<file path="src/rtl/mix_bus_pipe_if.sv">
// Sample/control bus of the multichannel mixer.
// master drives samples and controls, slave is the mixer.
interface mix_bus_pipe_if #(
    parameter int WIDTH     = 8,
    parameter int CHANNELS  = 4,
    parameter int OUT_WIDTH = 16
);
    logic [CHANNELS-1:0][WIDTH-1:0] data_in;
    logic                           valid_in;
    logic [CHANNELS-1:0][3:0]       volume;
    logic [CHANNELS-1:0]            mute;
    logic                           solo_enable;
    logic [CHANNELS-1:0]            solo;
    logic                           peak_clr;
    logic [OUT_WIDTH-1:0]           data_out;
    logic                           valid_out;
    logic                           clip_out;
    logic [OUT_WIDTH-2:0]           peak_out;

    modport master (
        output data_in, valid_in, volume, mute,
        output solo_enable, solo, peak_clr,
        input  data_out, valid_out, clip_out, peak_out
    );

    modport slave (
        input  data_in, valid_in, volume, mute,
        input  solo_enable, solo, peak_clr,
        output data_out, valid_out, clip_out, peak_out
    );
endinterface

</file>
<file path="src/rtl/mix_bus_pipe.sv">
// 3-stage mixing bus: gain/gate, sum, scale+saturate.
// Peak meter is built only with MIXER_PEAK_METER_EN defined.
module mix_bus_pipe #(
    parameter int WIDTH      = 8,
    parameter int CHANNELS   = 4,
    parameter int OUT_WIDTH  = 16,
    parameter int DECAY_LOG2 = 10
) (
    input  logic          clk_in,
    input  logic          rst_n_in,
    mix_bus_pipe_if.slave bus
);
    localparam int PW   = WIDTH + 5;
    localparam int ACCW = PW + $clog2(CHANNELS) + 1;
    localparam int S    = OUT_WIDTH - WIDTH - 3;
    localparam int SH   = (S > 0) ? S : 0;
    localparam int SW   = ACCW + SH;

    localparam logic signed [SW-1:0] MAXV =
        {{(SW-OUT_WIDTH+1){1'b0}}, {(OUT_WIDTH-1){1'b1}}};
    localparam logic signed [SW-1:0] MINV =
        {{(SW-OUT_WIDTH+1){1'b1}}, {(OUT_WIDTH-1){1'b0}}};

    logic [CHANNELS-1:0]    w_act;
    logic signed [PW-1:0]   w_p [CHANNELS];
    logic signed [PW-1:0]   r_p [CHANNELS];
    logic                   r_v1;
    logic                   r_v2;
    logic                   r_v3;
    logic signed [ACCW-1:0] w_sum;
    logic signed [ACCW-1:0] r_acc;
    logic signed [SW-1:0]   w_scaled;
    logic [OUT_WIDTH-1:0]   w_sat;
    logic                   w_clip;
    logic [OUT_WIDTH-1:0]   r_dout;
    logic                   r_clip;

    // Mute beats solo; solo mode with no soloed channel is silence
    assign w_act = ~bus.mute
                 & ({CHANNELS{~bus.solo_enable}} | bus.solo);

    always_comb begin
        for (int i = 0; i < CHANNELS; i++) begin
            w_p[i] = '0;
            if (w_act[i])
                w_p[i] = PW'($signed(bus.data_in[i]))
                       * PW'($signed({1'b0, bus.volume[i]}));
        end
    end

    always_comb begin
        w_sum = '0;
        for (int i = 0; i < CHANNELS; i++)
            w_sum = w_sum + ACCW'(r_p[i]);
    end

    generate
        if (S >= 0) begin : g_shl
            assign w_scaled = SW'(r_acc) <<< S;
        end else begin : g_shr
            assign w_scaled = r_acc >>> (-S);
        end
    endgenerate

    always_comb begin
        w_sat  = w_scaled[OUT_WIDTH-1:0];
        w_clip = 1'b0;
        if (w_scaled > MAXV) begin
            w_sat  = MAXV[OUT_WIDTH-1:0];
            w_clip = 1'b1;
        end else if (w_scaled < MINV) begin
            w_sat  = MINV[OUT_WIDTH-1:0];
            w_clip = 1'b1;
        end
    end

    always_ff @(posedge clk_in or negedge rst_n_in) begin
        if (!rst_n_in) begin
            for (int i = 0; i < CHANNELS; i++)
                r_p[i] <= '0;
            r_v1   <= 1'b0;
            r_v2   <= 1'b0;
            r_v3   <= 1'b0;
            r_acc  <= '0;
            r_dout <= '0;
            r_clip <= 1'b0;
        end else begin
            r_v1 <= bus.valid_in;
            r_v2 <= r_v1;
            r_v3 <= r_v2;
            if (bus.valid_in)
                for (int i = 0; i < CHANNELS; i++)
                    r_p[i] <= w_p[i];
            if (r_v1)
                r_acc <= w_sum;
            if (r_v2) begin
                r_dout <= w_sat;
                r_clip <= w_clip;
            end
        end
    end

    assign bus.data_out  = r_dout;
    assign bus.valid_out = r_v3;
    assign bus.clip_out  = r_clip;

`ifdef MIXER_PEAK_METER_EN
    logic [OUT_WIDTH-2:0]  r_peak;
    logic [OUT_WIDTH-2:0]  w_mag;
    logic [OUT_WIDTH-1:0]  w_neg;
    logic [DECAY_LOG2-1:0] r_dcnt;

    assign w_neg = -r_dout;

    // Negating the most negative code leaves the sign set
    always_comb begin
        w_mag = r_dout[OUT_WIDTH-2:0];
        if (r_dout[OUT_WIDTH-1])
            w_mag = w_neg[OUT_WIDTH-1] ? '1
                                       : w_neg[OUT_WIDTH-2:0];
    end

    always_ff @(posedge clk_in or negedge rst_n_in) begin
        if (!rst_n_in) begin
            r_peak <= '0;
            r_dcnt <= '0;
        end else begin
            if (r_v3)
                r_dcnt <= r_dcnt + DECAY_LOG2'(1);
            if (bus.peak_clr)
                r_peak <= '0;
            else if (r_v3) begin
                if (w_mag > r_peak)
                    r_peak <= w_mag;
                else if (&r_dcnt && r_peak != '0)
                    r_peak <= r_peak - (OUT_WIDTH-1)'(1);
            end
        end
    end

    assign bus.peak_out = r_peak;
`else
    logic w_unused_clr;
    assign w_unused_clr = bus.peak_clr;
    assign bus.peak_out = '0;
`endif
endmodule

</file>
<file path="src/flat_wrapper.sv">
// flat-port wrapper written by rule: the top's interface ports become plain ports
module mix_bus_pipe_flat 
#(
    parameter int WIDTH      = 8,
    parameter int CHANNELS   = 4,
    parameter int OUT_WIDTH  = 16,
    parameter int DECAY_LOG2 = 10
)
  (clk_in, rst_n_in, bus_data_in, bus_valid_in, bus_volume, bus_mute, bus_solo_enable, bus_solo, bus_peak_clr, bus_data_out, bus_valid_out, bus_clip_out, bus_peak_out);
  mix_bus_pipe_if #(.WIDTH(WIDTH), .CHANNELS(CHANNELS), .OUT_WIDTH(OUT_WIDTH)) bus_i ();
  input  logic clk_in;
  input  logic rst_n_in;
  input wire logic [$bits(bus_i.data_in)-1:0] bus_data_in;
  input wire logic [$bits(bus_i.valid_in)-1:0] bus_valid_in;
  input wire logic [$bits(bus_i.volume)-1:0] bus_volume;
  input wire logic [$bits(bus_i.mute)-1:0] bus_mute;
  input wire logic [$bits(bus_i.solo_enable)-1:0] bus_solo_enable;
  input wire logic [$bits(bus_i.solo)-1:0] bus_solo;
  input wire logic [$bits(bus_i.peak_clr)-1:0] bus_peak_clr;
  output wire logic [$bits(bus_i.data_out)-1:0] bus_data_out;
  output wire logic [$bits(bus_i.valid_out)-1:0] bus_valid_out;
  output wire logic [$bits(bus_i.clip_out)-1:0] bus_clip_out;
  output wire logic [$bits(bus_i.peak_out)-1:0] bus_peak_out;
  assign bus_i.data_in = bus_data_in;
  assign bus_i.valid_in = bus_valid_in;
  assign bus_i.volume = bus_volume;
  assign bus_i.mute = bus_mute;
  assign bus_i.solo_enable = bus_solo_enable;
  assign bus_i.solo = bus_solo;
  assign bus_i.peak_clr = bus_peak_clr;
  assign bus_data_out = bus_i.data_out;
  assign bus_valid_out = bus_i.valid_out;
  assign bus_clip_out = bus_i.clip_out;
  assign bus_peak_out = bus_i.peak_out;
  mix_bus_pipe #(.WIDTH(WIDTH), .CHANNELS(CHANNELS), .OUT_WIDTH(OUT_WIDTH), .DECAY_LOG2(DECAY_LOG2)) u_core (.clk_in(clk_in), .rst_n_in(rst_n_in), .bus(bus_i));
endmodule
</file>
<file path="config.mk">
export PLATFORM = sky130hd
export DESIGN_NAME = mix_bus_pipe_flat
export DESIGN_NICKNAME = d
export VERILOG_FILES = /design/src/rtl/mix_bus_pipe_if.sv /design/src/rtl/mix_bus_pipe.sv /design/src/flat_wrapper.sv
export SDC_FILE = /design/constraint.sdc
export NUM_CORES = 1
export LEC_CHECK = 0
export ABC_AREA = 1
export CAP_MARGIN = 20
export CORE_ASPECT_RATIO = 1.1
export CORE_MARGIN = 2
export CORE_UTILIZATION = 55
export CTS_CLUSTER_DIAMETER = 100
export CTS_CLUSTER_SIZE = 28
export DETAILED_ROUTE_END_ITERATION = 6
export PLACE_DENSITY_LB_ADDON = 0.05
export SYNTH_ARGS = -nofsm -noshare
export SYNTH_HDL_FRONTEND = slang
export SYNTH_SLANG_ARGS = --single-unit
</file>
<file path="constraint.sdc">
create_clock -name clk_in -period 4.3 [get_ports clk_in]
set_input_delay 1.075 -clock clk_in [delete_from_list [all_inputs] [get_ports clk_in]]
set_output_delay 1.075 -clock clk_in [all_outputs]
set_load 0.02 [all_outputs]
</file>
# Word-level counts from Yosys, hierarchy flattened
# Index checks and enable logic that the tools add are counted.
# totals
n_memories	0
word_cells	31
out_inout_bits	33
input_bits	61
register_bits	88
ram_bits	0
romBits	0
latchBits	0
# classes
shifts	0
n_div	0
multipliers	4
bitwise	4
n_addsub	3
n_lt_le_gt_ge	2
mux	8
n_eq_ne	0
n_reduce_logical	0
# ops
cell	n
multiplier 8 x 5 -> 13 bit	4
two-way mux 13 bit	4
two-way mux 16 bit	2
greater-than comparator 21 x 16 -> 1 bit, second input constant	1
less-than comparator 21 x 16 -> 1 bit, second input constant	1
adder 16 x 13 -> 16 bit	1
adder 14 x 13 -> 15 bit	1
adder 13 x 13 -> 14 bit	1
AND 4 bit	1
NOT 4 bit	1
OR 4 bit	1
two-way mux 1 bit	2
NOT 1 bit	1

# Longest topological paths before layout
# logic_depth
depth_word	4
ltp_mapped	22
depth_no_buf	22

# Least setup slack after synthesis
# Ideal clock, no wire load.
# synth_timing
kind	input-to-reg
startpoint	in bus_volume[2]
endpoint	reg u_core.r_p[47] (netlist name)
setup_ps	125
arrival_ps	3692
stages	16
n_path_buf	1
required_ps	4175
setup_slack_ps	483
cell_sequence	clkbuf_1 > nand2_1 > inv_1 > ha_1 > fa_1 > inv_1 > fa_1 > inv_1 > ha_1 > nand2_1 > inv_1 > nand2_1 > nand2_1 > a21oi_1 > xor2_1 > o21ai_1
# synth_between
elab_chain_len	2
# synth_lines
item	line	rtl
start: declaration	flat_wrapper.sv:15	input wire logic [$bits(bus_i.volume)-1:0] bus_volume;
multiplier 8 x 5 -> 13 bit	mix_bus_pipe.sv:47	* PW'($signed({1'b0, bus.volume[i]}));
two-way mux 13 bit	mix_bus_pipe.sv:45	if (w_act[i])
end signal: indexed assignment	mix_bus_pipe.sv:93	r_p[i] <= w_p[i];
end: declaration	mix_bus_pipe.sv:26	logic signed [PW-1:0] r_p [CHANNELS];
# Every way passes these cells.
# A chain may end at the register's enable or synchronous reset.

# Worst setup path in the final report
# layout_timing
startpoint	in bus_volume[10]
endpoint	reg u_core.r_p[24] (netlist name)
# The elaborated chain is that of the path after synthesis.

==> key figures <==
Worst hold path
  – HP Start: u_core.r_v2$_DFF_PN0_
  – Hold Crit Class: register to register
  – Hold path depth: 0
  – Worst Hold Endpoint: u_core.bus.valid_out$_DFF_PN0_

Clock network
  – # hold bufs at CTS: 0
  – CTS Sinks: 84
  – H-Tree Level Count: 3
  – Number of buffers created by CTS: 9
  – Clk root buf: clkbuf_16
  – Clock-pin slew on the worst setup and hold paths: 70 ps
  – Insertion delay to the later sink of the worst-skew pair: 350 ps
  – Clk buf depth: 2
  – CTS tree: yes

Setup path
  – Crit start category: input port
  – Setup crit end kind: register
  – Critical path required time: 4540 ps
  – FF-to-FF setup slack: 840 ps
  – WP data arrival: 4300 ps
  – Worst reg2reg path depth: 20
  – Reg2reg start: u_core.r_p[14]$_DFFE_PN0P_
  – Critical path class: input port to register
  – FF-to-FF End: u_core.r_acc[14]$_DFFE_PN0P_
  – Crit Path Max Fanout: 7

Synth
  – Seq cells post-synth: 84
  – Library cells used by synthesis: 40
  – Leading area contributor after synthesis: dfrtp_1
  – Avg Cell Area, Syn: 7.18 um^2
  – Adder-cell share of the synthesized area: 30.2%
  – Dominant cells by area after synthesis: dfrtp_1, fa_1, nand2_1
  – Synth Area in XOR/XNOR: 2.82%
  – Yosys warns: 0
  – Mapped Area: 0.0107 mm^2
  – Mapped Cells: 1491
  – Largest family of logic cells by synthesized area: adder cells
  – Synth Area in Compound Gates: 8.12%
  – Part of the Yosys area used for sequential elements: 19.6%
  – Synth Area in Simple Gates: 24.9%
  – Post-synthesis mux area share: 0%
  – Yosys top cell area share: 19.6%

Floorplanning
  – CORE AREA: 0.0191 mm^2
  – Die W: 137 um
  – Row cnt: 53
  – Die area: 0.0206 mm^2
  – IO Count: 94
  – Starting Density: 56.1%
  – Die H: 150 um

Detailed routing
  – Detailed-route via count: 9068
  – Antenna-violating nets left: 0
  – Routed vias/inst: 4.83
  – Number of DRC markers in iteration 0: 321
  – Routed length per placed instance: 11.5 um
  – Drt total wl: 21700 um
  – Drt pass-1 iters: 4
  – DRC Markers: 0

GRT
  – First-pass GRT wire length: 38400 um
  – Grt total ovfl: 0
  – Largest net degree at the start of global routing: 85
  – Initial antenna violation count: 0
  – Vias in the first global route: 8777
  – Total GRT Usage: 22.8%

Job
  – Maxcap violations: 0

Place
  – Post-DP HPWL: 18600 um
  – Total placed cells including tap cells: 1861
  – Global placement routability congestion: 0.875
  – Port bufs: 77

Layout
  – Area grow syn2layout: 16.6%
  – Final net count: 1896
  – Most frequent cells in the layout: nand2_1, inv_1, ha_1
  – Layout cell share with drive strength beyond 1: 9.14%
  – Most common cell after layout, fill and taps aside: nand2_1
  – Flip-flop and latch area: 0.00210 mm^2
  – Fill cell count: 1776
  – Non-Filler Instances: 1878
  – Fin util: 65.4%
  – Number of antenna diodes: 0
  – Multi-input logic area: 0.00713 mm^2

Timing
  – Final period util: 94.4%
  – Final Hold Vio Count: 0
  – Relative max-transition margin: 43.1%
  – Max-slew violations: 0
  – Final setup viols: 0
  – Worst slew pin tran: 853 ps
  – Unrepaired setup endpoints after global routing: false
  – Final clock skew: 9.34 ps
  – Fin crit period: 4060 ps
  – FMAX: 246 MHz

Pwr
  – Gate power share: 62.5%
  – Part of the power in registers: 23.0%
  – Power Density: 413 mW/mm^2
  – Switching share of power: 46.0%
  – Sw Pwr: 2.37 mW
  – P_leak: 7.61 nW
  – Pint: 2.79 mW
  – Clock power frac: 14.5%
  – VDD IR max: 0.352 mV

Run status
  – Status: finished clean
power by group through the flow:
stage	sequential, mW	clock (mW)	combinational (mW)
2_1_floorplan	1.21	0	2.29
3_5_place_dp	1.20	0	3.23
3_3_place_gp	1.20	0	3.17
6_report	1.19	0.751	3.22
4_1_cts	1.19	0.763	3.25
5_1_grt	1.22	0.796	3.73
metrics by stage:
stage	setup slack (ps)	setup TNS, ps	area (um^2)	power [mW]	hold WS [ps]
after floorplan	483	0	10800	3.50	414
after global placement	-117	-1480	12200	4.37	437
after detailed placement	-166	-2700	12200	4.43	456
after CTS	209	0	12400	5.20	475
after global routing	13.8	0	12500	5.75	492
final	241	0	12500	5.16	471
cell usage after synthesis (all sizes together):
cell and instances:
nand3b 7, nand4 9, fa 83, xor2 17, and2 3, a21o 4
xnor2 11, inv 336, ha 126, a22o 8, nand3 68, clkbuf 21
or2 4, nand2 457, nor2 87, o21bai 6, nor3 4, a21oi 59
o21ai 63, dfrtp 84, a32o 4, conb 1, nand2b 1, o211ai 4
buf 24
cells by family after synthesis:
family,count (synthesis)
AND/OR/NAND/NOR,640
buffers and inverters,381
adder cells (fa/ha/maj),209
AO/OA/AOI/OAI,148
flip-flops,84
XOR/XNOR,28
other,1
sequential cells by signal, indices dropped and copies added (netlist names):
| register | flops |
|---|---|
| u_core.bus.clip_out | 1 |
| u_core.bus.data_out | 12 |
| u_core.r_v2 | 1 |
| u_core.r_v1 | 1 |
| u_core.r_acc | 16 |
| u_core.r_p | 52 |
| u_core.bus.valid_out | 1 |
worst max-delay path by stage:
stage / to / depth (start not counted) / from
2_1_floorplan: u_core.r_p[47]$_DFFE_PN0P_ / 16 / bus_volume[2]
5_1_grt: u_core.r_p[25]$_DFFE_PN0P_ / 19 / bus_volume[10]
3_3_place_gp: u_core.r_p[34]$_DFFE_PN0P_ / 14 / bus_volume[6]
6_report: u_core.r_p[24]$_DFFE_PN0P_ / 15 / bus_volume[10]
3_5_place_dp: u_core.r_p[37]$_DFFE_PN0P_ / 15 / bus_volume[6]
4_1_cts: u_core.r_p[34]$_DFFE_PN0P_ / 14 / bus_volume[6]
layout make-up:
type,count,area share [%]
multi-input cells,1040,57.1
flip-flops and latches,84,16.8
repair buffers,155,11.1
inverters,336,10.1
well taps,247,2.48
clock buffers,9,1.80
clock inverters,7,0.511
routing by layer:
metal	GRT usage [%]	up-vias	wire length [um]
li1	-	4779	-
met1	29.5	4151	10100
met2	40.7	117	10700
met3	2.26	21	471
met4	5.72	0	407
met5	0	-	0
timing repair:
item                                    4_1_cts  5_1_grt
endpoints found under the setup margin        0       10
gates resized for setup                       0        7
buffers inserted                              0        0
critical path: stages:
cell	delay, ps
clkdlybuf4s50_1	620
nand2_1	80
inv_1	60
ha_1	240
fa_1	540
inv_1	50
fa_1	530
inv_1	40
ha_1	340
a21oi_1	260
o21ai_0	130
nand2_1	90
nand4_1	70
nand3_1	120
nand2_1	60
Power figures use the tool's default switching activity.
